## src/rtl/commit_ctrl_nw_pkg.sv

```systemverilog
// Shared types and constants for the wide commit controller.
package commit_pkg;

  // Controller state: normal commit, multi-cycle flush hold, idle until interrupt.
  typedef enum logic [1:0] {
    ST_RUN       = 2'd0,
    ST_FLUSH     = 2'd1,
    ST_IDLE_WAIT = 2'd2
  } commit_state_e;

  // Interrupts are reported with ecode/esubcode zero.
  localparam logic [5:0] ECODE_INT    = 6'h00;
  localparam logic [8:0] ESUBCODE_INT = 9'h000;

  // Per-slot view of one commit-group entry (GPR address is kept separate
  // because its width is a module parameter).
  typedef struct packed {
    logic [31:0] pc;
    logic        excp;
    logic [5:0]  ecode;
    logic [8:0]  esubcode;
    logic [31:0] badv;
    logic        ertn;
    logic        idle;
    logic        reg_we;
    logic        csr_we;
    logic [13:0] csr_waddr;
    logic [31:0] csr_wdata;
  } commit_slot_t;

endpackage

```

## src/rtl/commit_ctrl_nw_pause_therm.sv

```systemverilog
// Priority-to-thermometer encoder: every stage at or below the highest
// requesting stage is paused so younger work never overtakes a stall.
module pause_therm #(
  parameter int PIPE_WIDTH = 8
) (
  input  logic [PIPE_WIDTH-1:0] req_i,
  output logic [PIPE_WIDTH-1:0] therm_o
);

  // Running OR from the oldest stage down to the PC stage.
  always_comb begin
    logic acc;
    acc     = 1'b0;
    therm_o = '0;
    for (int i = PIPE_WIDTH - 1; i >= 0; i--) begin
      acc        = acc | req_i[i];
      therm_o[i] = acc;
    end
  end

endmodule

```

## src/rtl/commit_ctrl_nw.sv

```systemverilog
// Wide commit controller: retires an age-ordered commit group, arbitrates
// exception/interrupt, ertn, idle and branch redirects, and drives pause/flush.
module commit_ctrl_nw
  import commit_pkg::*;
#(
  parameter int ISSUE_WIDTH    = 2,
  parameter int PIPE_WIDTH     = 8,
  parameter int BR_FLUSH_LO    = 3,
  parameter int FLUSH_CYCLES   = 1,
  parameter int REG_ADDR_WIDTH = 5
) (
  input  logic                                 clk,
  input  logic                                 rst,
  input  logic [ISSUE_WIDTH-1:0]               slot_valid,
  input  logic [ISSUE_WIDTH*32-1:0]            slot_pc,
  input  logic [ISSUE_WIDTH-1:0]               slot_excp,
  input  logic [ISSUE_WIDTH*6-1:0]             slot_ecode,
  input  logic [ISSUE_WIDTH*9-1:0]             slot_esubcode,
  input  logic [ISSUE_WIDTH*32-1:0]            slot_badv,
  input  logic [ISSUE_WIDTH-1:0]               slot_ertn,
  input  logic [ISSUE_WIDTH-1:0]               slot_idle,
  input  logic [ISSUE_WIDTH-1:0]               slot_reg_we,
  input  logic [ISSUE_WIDTH*REG_ADDR_WIDTH-1:0] slot_reg_waddr,
  input  logic [ISSUE_WIDTH*32-1:0]            slot_reg_wdata,
  input  logic [ISSUE_WIDTH-1:0]               slot_csr_we,
  input  logic [ISSUE_WIDTH*14-1:0]            slot_csr_waddr,
  input  logic [ISSUE_WIDTH*32-1:0]            slot_csr_wdata,
  input  logic                                 branch_flush,
  input  logic [31:0]                          branch_target,
  input  logic [PIPE_WIDTH-1:0]                pause_req,
  input  logic                                 crmd_ie,
  input  logic [12:0]                          ecfg_lie,
  input  logic [12:0]                          estat_is,
  input  logic [31:0]                          csr_era,
  input  logic [31:0]                          csr_eentry,
  output logic [PIPE_WIDTH-1:0]                pause,
  output logic [PIPE_WIDTH-1:0]                flush,
  output logic                                 redirect,
  output logic [31:0]                          new_pc,
  output logic [ISSUE_WIDTH-1:0]               reg_we,
  output logic [ISSUE_WIDTH*REG_ADDR_WIDTH-1:0] reg_waddr,
  output logic [ISSUE_WIDTH*32-1:0]            reg_wdata,
  output logic                                 csr_we,
  output logic [13:0]                          csr_waddr,
  output logic [31:0]                          csr_wdata,
  output logic                                 excp_valid,
  output logic [31:0]                          excp_pc,
  output logic [31:0]                          excp_badv,
  output logic [5:0]                           excp_ecode,
  output logic [8:0]                           excp_esubcode,
  output logic                                 ertn_valid,
  output logic                                 is_interrupt,
  output logic [$clog2(ISSUE_WIDTH+1)-1:0]     commit_cnt,
  output logic [63:0]                          retired_cnt,
  output logic [1:0]                           state_o
);

  localparam int CNT_W = $clog2(ISSUE_WIDTH + 1);
  localparam int FCW   = $clog2(FLUSH_CYCLES + 1);
  localparam int RAW   = REG_ADDR_WIDTH;
  // Full flush/idle pause covers everything except the wb stage.
  localparam logic [PIPE_WIDTH-1:0] FULL_MASK = {1'b0, {(PIPE_WIDTH-1){1'b1}}};
  localparam logic [PIPE_WIDTH-1:0] BR_MASK   = FULL_MASK & ({PIPE_WIDTH{1'b1}} << BR_FLUSH_LO);

  commit_state_e         state_q, state_d;
  logic [FCW-1:0]        flush_cnt_q, flush_cnt_d;
  logic [31:0]           idle_pc_q, idle_pc_d;
  logic [63:0]           retired_q;
  logic [PIPE_WIDTH-1:0] therm;
  logic                  int_pend;
  commit_slot_t          slot [ISSUE_WIDTH];

  logic [ISSUE_WIDTH-1:0] commit_v, reg_we_raw;
  logic                   can_commit, stop, enter_hold;
  logic                   ev_excp, ev_ertn, ev_idle;
  logic [31:0]            ev_pc, ev_badv, idle_next_pc;
  logic [5:0]             ev_ecode;
  logic [8:0]             ev_esub;

  for (genvar g = 0; g < ISSUE_WIDTH; g++) begin : g_unpack
    assign slot[g] = '{pc: slot_pc[g*32 +: 32], excp: slot_excp[g],
                       ecode: slot_ecode[g*6 +: 6], esubcode: slot_esubcode[g*9 +: 9],
                       badv: slot_badv[g*32 +: 32], ertn: slot_ertn[g], idle: slot_idle[g],
                       reg_we: slot_reg_we[g], csr_we: slot_csr_we[g],
                       csr_waddr: slot_csr_waddr[g*14 +: 14], csr_wdata: slot_csr_wdata[g*32 +: 32]};
  end

  assign int_pend    = crmd_ie & (|(ecfg_lie & estat_is));
  assign state_o     = state_q;
  assign retired_cnt = retired_q;

  pause_therm #(.PIPE_WIDTH(PIPE_WIDTH)) u_pause_therm (
    .req_i   (pause_req),
    .therm_o (therm)
  );

  // Commit selection, redirect arbitration and next-state computation.
  always_comb begin
    pause = '0; flush = '0; redirect = 1'b0; new_pc = '0;
    reg_we = '0; reg_waddr = '0; reg_wdata = '0;
    csr_we = 1'b0; csr_waddr = '0; csr_wdata = '0;
    excp_valid = 1'b0; excp_pc = '0; excp_badv = '0; excp_ecode = '0; excp_esubcode = '0;
    ertn_valid = 1'b0; is_interrupt = 1'b0; commit_cnt = '0;
    commit_v = '0; reg_we_raw = '0; can_commit = 1'b0; stop = 1'b0; enter_hold = 1'b0;
    ev_excp = 1'b0; ev_ertn = 1'b0; ev_idle = 1'b0;
    ev_pc = '0; ev_badv = '0; ev_ecode = '0; ev_esub = '0; idle_next_pc = '0;
    state_d = state_q; flush_cnt_d = flush_cnt_q; idle_pc_d = idle_pc_q;

    if (!rst) begin
      is_interrupt = int_pend;
      pause        = (state_q == ST_IDLE_WAIT) ? FULL_MASK : therm;
      can_commit   = (state_q == ST_RUN) && !pause[0];

      // Walk oldest to youngest; the first event stops the group.
      if (can_commit) begin
        for (int j = 0; j < ISSUE_WIDTH; j++) begin
          if (!stop && slot_valid[j]) begin
            if (int_pend || slot[j].excp) begin
              stop     = 1'b1;
              ev_excp  = 1'b1;
              ev_pc    = slot[j].pc;
              ev_badv  = slot[j].badv;
              ev_ecode = int_pend ? ECODE_INT : slot[j].ecode;
              ev_esub  = int_pend ? ESUBCODE_INT : slot[j].esubcode;
            end else begin
              commit_v[j] = 1'b1;
              if (slot[j].ertn) begin
                stop    = 1'b1;
                ev_ertn = 1'b1;
              end else if (slot[j].idle) begin
                stop         = 1'b1;
                ev_idle      = 1'b1;
                idle_next_pc = slot[j].pc + 32'd4;
              end
            end
          end
        end
      end

      reg_waddr = slot_reg_waddr;
      reg_wdata = slot_reg_wdata;
      for (int j = 0; j < ISSUE_WIDTH; j++) begin
        if (commit_v[j]) commit_cnt = commit_cnt + CNT_W'(1);
        reg_we_raw[j] = commit_v[j] && slot[j].reg_we && (slot_reg_waddr[j*RAW +: RAW] != '0);
        if (commit_v[j] && slot[j].csr_we) begin
          csr_we    = 1'b1;
          csr_waddr = slot[j].csr_waddr;
          csr_wdata = slot[j].csr_wdata;
        end
      end
      // A younger committing write to the same register shadows older ones.
      for (int j = 0; j < ISSUE_WIDTH; j++) begin
        reg_we[j] = reg_we_raw[j];
        for (int m = j + 1; m < ISSUE_WIDTH; m++) begin
          if (reg_we_raw[m] && (slot_reg_waddr[m*RAW +: RAW] == slot_reg_waddr[j*RAW +: RAW]))
            reg_we[j] = 1'b0;
        end
      end

      case (state_q)
        ST_IDLE_WAIT: begin
          if (int_pend) begin
            excp_valid = 1'b1;
            excp_pc    = idle_pc_q;
            redirect   = 1'b1;
            new_pc     = csr_eentry;
            flush      = FULL_MASK;
            state_d    = ST_RUN;
            enter_hold = 1'b1;
          end
        end
        ST_FLUSH: begin
          flush = FULL_MASK;
          if (flush_cnt_q <= FCW'(1)) begin
            state_d     = ST_RUN;
            flush_cnt_d = '0;
          end else begin
            flush_cnt_d = flush_cnt_q - FCW'(1);
          end
        end
        default: begin
          if (ev_excp) begin
            excp_valid    = 1'b1;
            excp_pc       = ev_pc;
            excp_badv     = ev_badv;
            excp_ecode    = ev_ecode;
            excp_esubcode = ev_esub;
            redirect      = 1'b1;
            new_pc        = csr_eentry;
            flush         = FULL_MASK;
            enter_hold    = 1'b1;
          end else if (ev_ertn) begin
            ertn_valid = 1'b1;
            redirect   = 1'b1;
            new_pc     = csr_era;
            flush      = FULL_MASK;
            enter_hold = 1'b1;
          end else if (ev_idle) begin
            redirect  = 1'b1;
            new_pc    = idle_next_pc;
            flush     = FULL_MASK;
            state_d   = ST_IDLE_WAIT;
            idle_pc_d = idle_next_pc;
          end else if (branch_flush) begin
            redirect = 1'b1;
            new_pc   = branch_target;
            flush    = BR_MASK;
          end
        end
      endcase

      if (enter_hold && (FLUSH_CYCLES > 1)) begin
        state_d     = ST_FLUSH;
        flush_cnt_d = FCW'(FLUSH_CYCLES - 1);
      end
    end
  end

  // State, flush hold counter, idle resume PC and retired counter.
  always_ff @(posedge clk or posedge rst) begin
    if (rst) begin
      state_q     <= ST_RUN;
      flush_cnt_q <= '0;
      idle_pc_q   <= '0;
      retired_q   <= '0;
    end else begin
      state_q     <= state_d;
      flush_cnt_q <= flush_cnt_d;
      idle_pc_q   <= idle_pc_d;
      retired_q   <= retired_q + 64'(commit_cnt);
    end
  end

endmodule

```

## config.mk

```make
export PLATFORM = sky130hd
export DESIGN_NAME = commit_ctrl_nw
export DESIGN_NICKNAME = d
export VERILOG_FILES = /design/src/rtl/commit_ctrl_nw_pkg.sv /design/src/rtl/commit_ctrl_nw_pause_therm.sv /design/src/rtl/commit_ctrl_nw.sv
export SDC_FILE = /design/constraint.sdc
export NUM_CORES = 1
export LEC_CHECK = 0
export BUFFER_PORTS_ARGS = -buffer_cell sky130_fd_sc_hd__buf_2
export CAP_MARGIN = 20
export CORE_AREA = 10 10 301 303
export DETAILED_ROUTE_END_ITERATION = 16
export DIE_AREA = 0 0 311 313
export PLACE_DENSITY_LB_ADDON = 0.3
export SETUP_SLACK_MARGIN = 0.2
export SYNTH_ARGS = -nofsm -noshare
export SYNTH_HDL_FRONTEND = slang
export SYNTH_SLANG_ARGS = --single-unit
```

## constraint.sdc

```tcl
create_clock -name clk -period 7.65 [get_ports clk]
set_input_delay 1.1475 -clock clk [delete_from_list [all_inputs] [get_ports clk]]
set_output_delay 1.1475 -clock clk [all_outputs]
set_load 0.02 [all_outputs]
```

* Word-level counts from Yosys, hierarchy flattened
Cells that the tools add are included.
Storage, ports and cells: logic and storage cells 188, output and inout bits 322, bits in latches 0, memories 0, register bits 99, ROM bits 0, bits of input ports 470, RAM bits 0
Operators by class: muxes and demuxes 136, $mul 0, $add $sub $neg 5, bitwise logic cells 13, reductions and logical operators 22, magnitude comparators 1, shift-type cells 0, equality and inequality tests 7, div/mod/pow operators 0
Operator list (number):
- $mux 32 | 34
- $pmux 32 s2 | 2
- $mux 9 | 10
- $add 32x3->32 const B | 2
- $add 64x2->64 | 1
- $mux 64 | 1
- $mux 6 | 10
- $mux 1 | 52
- $mux 14 | 3
- $mux 7 | 5
- $mux 8 | 3
- $mux 2 | 11
- $pmux 8 s2 | 1
- $and 13x13->13 | 1
- $reduce_or 13->1 | 1
- $mux 10 | 1
- $reduce_bool 5->1 | 2
- $logic_and 1x1->1 | 9
- $or 1x1->1 | 7
- $ne 3x2->1 const B | 2
- $reduce_and 6->1 | 1
- $eq 5x5->1 | 1
- $reduce_and 5->1 | 1
- $ne 2x2->1 const B | 2
- other kinds (15) | 21

* Logic depth before layout (Yosys ltp)
word-level depth 23, depth in mapped cells 18, mapped depth without buffers 15

* Cells and area by module
A second synthesis with hierarchy kept.
Unflattened totals: cell total of the unflattened synthesis 1396, area, all modules 9829.4 µm²
By module, submodules not included:
- commit_ctrl_nw | times used 1, area each 9753.1 µm², sequential area each 2427.3 µm², cells each 1385
- pause_therm | times used 1, area each 76.3 µm², sequential area each 0.0 µm², cells each 11

* Worst setup path after synthesis
Ideal clock, no wire load.
kind input to register, from in rst, to reg retired_q[51], in the netlist retired_cnt[51], stages on the path 12, data required time 7520 ps, setup slack 1086 ps, data arrival time 6434 ps, path through clkbuf_1 > clkinv_1 > nand2_1 > inv_1 > ha_1 > a21oi_1 > nor4_2 > and3_1 > buf_4 > nand2_1 > or4_1 > xnor2_1
Between the ends: cells in the longest elaborated chain, start to end 2
RTL lines:
- start: declaration | line commit_ctrl_nw.sv:13 | input logic rst,
- $mux 2 | line commit_ctrl_nw.sv:109 | if (!rst) begin
- net commit_cnt[1] | line commit_ctrl_nw.sv:53 | output logic [$clog2(ISSUE_WIDTH+1)-1:0] commit_cnt,
- $add 64x2->64 | line commit_ctrl_nw.sv:230 | retired_q <= retired_q + 64'(commit_cnt);
- end signal: assignment | line commit_ctrl_nw.sv:230
- end: declaration | line commit_ctrl_nw.sv:68 | logic [63:0] retired_q;
The timed path passes the listed nets, and every way through them passes these cells. A chain may end at the register's enable or synchronous reset.

* Final worst setup path
from in ecfg_lie[8], to out new_pc[8]
Between the ends: cells in the longest elaborated chain, start to end 18
RTL lines:
- start: declaration | line commit_ctrl_nw.sv:32 | input logic [12:0] ecfg_lie,
- $and 13x13->13 (*) | line commit_ctrl_nw.sv:88 | assign int_pend = crmd_ie & (|(ecfg_lie & estat_is));
- $reduce_or 13->1 (*) | line commit_ctrl_nw.sv:88
- $and 1x1->1 (*) | line commit_ctrl_nw.sv:88
- $logic_or 1x1->1 | line commit_ctrl_nw.sv:118 | if (int_pend || slot[j].excp) begin
- $mux 1 | line commit_ctrl_nw.sv:118
- $mux 1 | line commit_ctrl_nw.sv:117 | if (!stop && slot_valid[j]) begin
- $mux 1 | line commit_ctrl_nw.sv:115 | if (can_commit) begin
- $mux 1 | line commit_ctrl_nw.sv:109
- (+2 left out)
- $mux 1 | line commit_ctrl_nw.sv:117
- $mux 1 | line commit_ctrl_nw.sv:115
- $mux 1 | line commit_ctrl_nw.sv:109
- $mux 32 | line commit_ctrl_nw.sv:198 | end else if (ev_idle) begin
- $mux 32 | line commit_ctrl_nw.sv:192 | end else if (ev_ertn) begin
- $mux 32 | line commit_ctrl_nw.sv:182 | if (ev_excp) begin
- $pmux 32 s2 (*) | line commit_ctrl_nw.sv:160 | case (state_q)
- $mux 32 (*) | line commit_ctrl_nw.sv:109
- end: declaration | line commit_ctrl_nw.sv:39 | output logic [31:0] new_pc,
Every way passes the cells marked *; elsewhere a longest branch is shown, timed or not. The select of a mux whose other input is x is not followed.

==> results.cfg <==
[clock_network]
htreeDepth = 3
clk_pin_slew_worst_paths_ps = 80
cts_tree = yes
ctsLongestPathBuffers = 2
cts_resized = 0
holdBufCountCts = 0
cts_inserted_buffers = 9
cts.sinks = 97
postCtsSetupBuffers = 0
root_buffer = clkbuf_16
clkLatencyLatePin_ps = 390

[synthesis]
synth_area_per_cell_sq_um = 7.41
synth-seq-cells = 97
synthesis.area_sq_um = 10300
ys.flop_type = dfrtp_1
synthCells = 1386
seq_area_frac_synth_pct = 23.6
yosys_warnings = 0
synth-edff-count = 0
yosysUniqueCellTypes = 83
synth.area.top_cells = dfrtp_1 (24%), nand2_1 (6.8%), nor2b_1 (6.6%), xnor2_1 (5.9%), a22oi_1 (4.3%)
yosysTopAreaCellShare_pct = 23.6
synth_area_leader_cell = dfrtp_1
ys_async_sr_fraction_pct = 100

[sta]
rsz0062_at_grt = no
tightest_slew_ps = 1140
fmax_mhz = 166
fin_worst_skew_ps = 16.2
report.final.slew_viol_count = 0
period_share_pct = 78.8
hold_violations = 0
period_minus_slack_ps = 6030
fin_setup_tns_ps = 0
relSlewSlack_pct = 23.7
setup_viol = 0

[power_and_ir_drop]
switching_share_pct = 37.0
power_frac_comb_pct = 31.8
ir_drop_v = 0.000105
p_seq_share_pct = 35.0
switchingPower_w = 0.000543
powerDensity_nw_per_um2 = 93.9
leakage_nw = 7.54
intPower_w = 0.000924
clock_power_share_pct = 33.2

[cells_and_area]
seqCellArea_sq_um = 2430
layout_commonest_cell = buf_2
layout_common_cells = buf_2 (788), nand2_1 (187), nor2b_1 (108)
multi_input_comb_area_sq_um = 7190
area_growth_pct = 52.3
fill_cells = 9841
fin_nets = 2580
fin_cells = 3261
drive_gt1_share_pct = 41.7

[floorplan]
die_h_um = 313
io_pins = 792
die_area_sq_um = 97300
coreArea_sq_um = 84600
initial_core_util_pct = 12.1
rows = 107
chipWidth_um = 311

[detailed_routing]
wl_mm = 89.2
avgViaCountPerCell = 4.43
post_drt_wl_per_cell_um = 27.4
postRouteAntennaNets = 0
drc = 0
vias = 14500
firstDrtPassIters = 5
drt-initial-drc-count = 1214

[setup_path]
path_delay_family = compound AO/OA/AOI/OAI gates
cp_slowest_cell = nand4_1
crit_path_cell_trace = buf_2 > a222oi_1 > nand4_1 > o21ai_4 > buf_4 > nand4_1 > a22o_1 > o21ai_0 > buf_2
critical_path_class = input port to output port
path_max_fanout = 26
required_ps = 6500
max_stage_delay_ps = 920
critPathBufInv = 3
arrival_ps = 4880
end_kind = output port
start_kind = input port

[global_route]
grt_pass1_vias = 14600
grt.overflow.total = 0
grt_max_degree = 81
antenna_found_initial = 55
gr-usage-all-layers_pct = 17.3
grt_pass1_wl_mm = 121

[outcome]
outcome = completed

[min_path]
min_path_type = flop to flop

[placement]
dpl.cell_count = 3237
port_buffers = 789
dpl.hpwl_mm = 74.8
gp_congestion = 0.905

[job]
drv_cap = 0
## synthesized netlist by cell type, drive strengths merged, types with 3 or more instances
cell type  number
nand2         191
nor2b         108
dfrtp          97
nor2           95
a21oi          88
xnor2          69
nand3          65
clkbuf         63
a22oi          60
o21ai          59
nor3           52
buf            49
nand4          44
xor2           36
a221oi         32
inv            24
and3           21
o31ai          19
and4           18
o22ai          17
nor4           16
a2bb2oi        15
or4            14
and2           13
mux2           10
a32o            9
mux2i           8
or3             8
a211oi          6
a22o            6
a31oi           6
o211ai          6
o2bb2ai         6
ha              5
a31o            4
nand2b          4
o221ai          4
or4b            4
and3b           3
o2111ai         3
o41ai           3
## layer usage
layer  vias to the layer above  part of all wire, %  global-route usage (%)
li1                       6525                    -                       -
met1                      6960                   41                    21.1
met2                       798                   48                    29.4
met3                       150                  8.6                    5.42
met4                        26                  2.3                    4.07
met5                         -                 0.20                       0
## kinds of logic (layout without fill, tap and decap cells)
kind of cell | Yosys count | after routing | share of synthesized area (%)
DFF | 97 | 97 | 23.6
other | 1 | 10 | 0.0365
buffers and inverters | 137 | 859 | 6.75
xor gates and xnor gates | 105 | 105 | 8.96
AOI/OAI and AO/OA | 358 | 358 | 23.9
muxes | 18 | 18 | 1.91
and+or+nand+nor | 664 | 664 | 34.0
adders and majority gates | 6 | 6 | 0.804
## state kept, by name (all words and copies together), names as in the netlist
register,flops
idle_pc_q,32
state_o,1
retired_cnt,64
## worst reg2reg max path, stage by stage, from the launching register on
cell,delay (ps)
dfrtp_2,500
or4_1,700
nor3_4,300
nand2_1,340
nor3_1,380
ha_1,170
nor2b_1,160
ha_1,200
inv_1,60
fa_1,430
nor4_2,290
buf_4,190
and3_1,160
buf_4,210
nand2_1,150
or4_1,480
xnor2_1,140
## power groups by stage
| stage | sequential, W | clock, W | combinational, W |
|---|---|---|---|
| floorplan | 0.000524 | 0 | 0.000205 |
| detailed placement | 0.000523 | 0 | 0.000469 |
| global route | 0.000513 | 0.000527 | 0.000507 |
| global placement | 0.000523 | 0 | 0.000468 |
| CTS | 0.000513 | 0.000514 | 0.000472 |
| finish | 0.000513 | 0.000488 | 0.000466 |
## per-stage QoR
| stage | setup WS (ps) | instance area, sq um | total power, W | hold WS (ps) | util [%] |
|---|---|---|---|---|---|
| 6_report | 1620 | 15600 | 0.00147 | 488 | 18.5 |
| 5_1_grt | 1440 | 15600 | 0.00155 | 497 | 18.5 |
| 4_1_cts | 1550 | 15600 | 0.00150 | 493 | 18.5 |
| 3_5_place_dp | 1530 | 15300 | 0.000993 | 478 | 18.1 |
| 3_3_place_gp | 1550 | 15300 | 0.000992 | 479 | 18.1 |
| 2_1_floorplan | 1090 | 10300 | 0.000729 | 468 | - |
## worst paths after layout
kind                                      startpoint                        end  slack (ps)  depth (start not counted)
max                                      ecfg_lie[8]                  new_pc[8]        1620                          9
max in group asynchronous                        rst  retired_cnt[49]$_DFF_PP0_        5250                          3
min reg2reg                retired_cnt[63]$_DFF_PP0_  retired_cnt[63]$_DFF_PP0_         490                          1
min in group asynchronous                        rst  idle_pc_q[26]$_DFFE_PP0P_        1140                          2
max reg2reg                   state_o[1]$_DFFE_PP0P_  retired_cnt[48]$_DFF_PP0_        2690                         16
min                        retired_cnt[63]$_DFF_PP0_  retired_cnt[63]$_DFF_PP0_         490                          1
## area by class of cell
class                   count  area share, %
multi-input cells        1153           46.0
repair buffers            818           26.7
flip-flops and latches     97           15.5
well taps                1144           9.16
clock buffers              10           1.46
inverters                  25          0.616
clock inverters             6          0.408
diodes                      8          0.128
No activity file was read; power rests on OpenSTA's default activity.
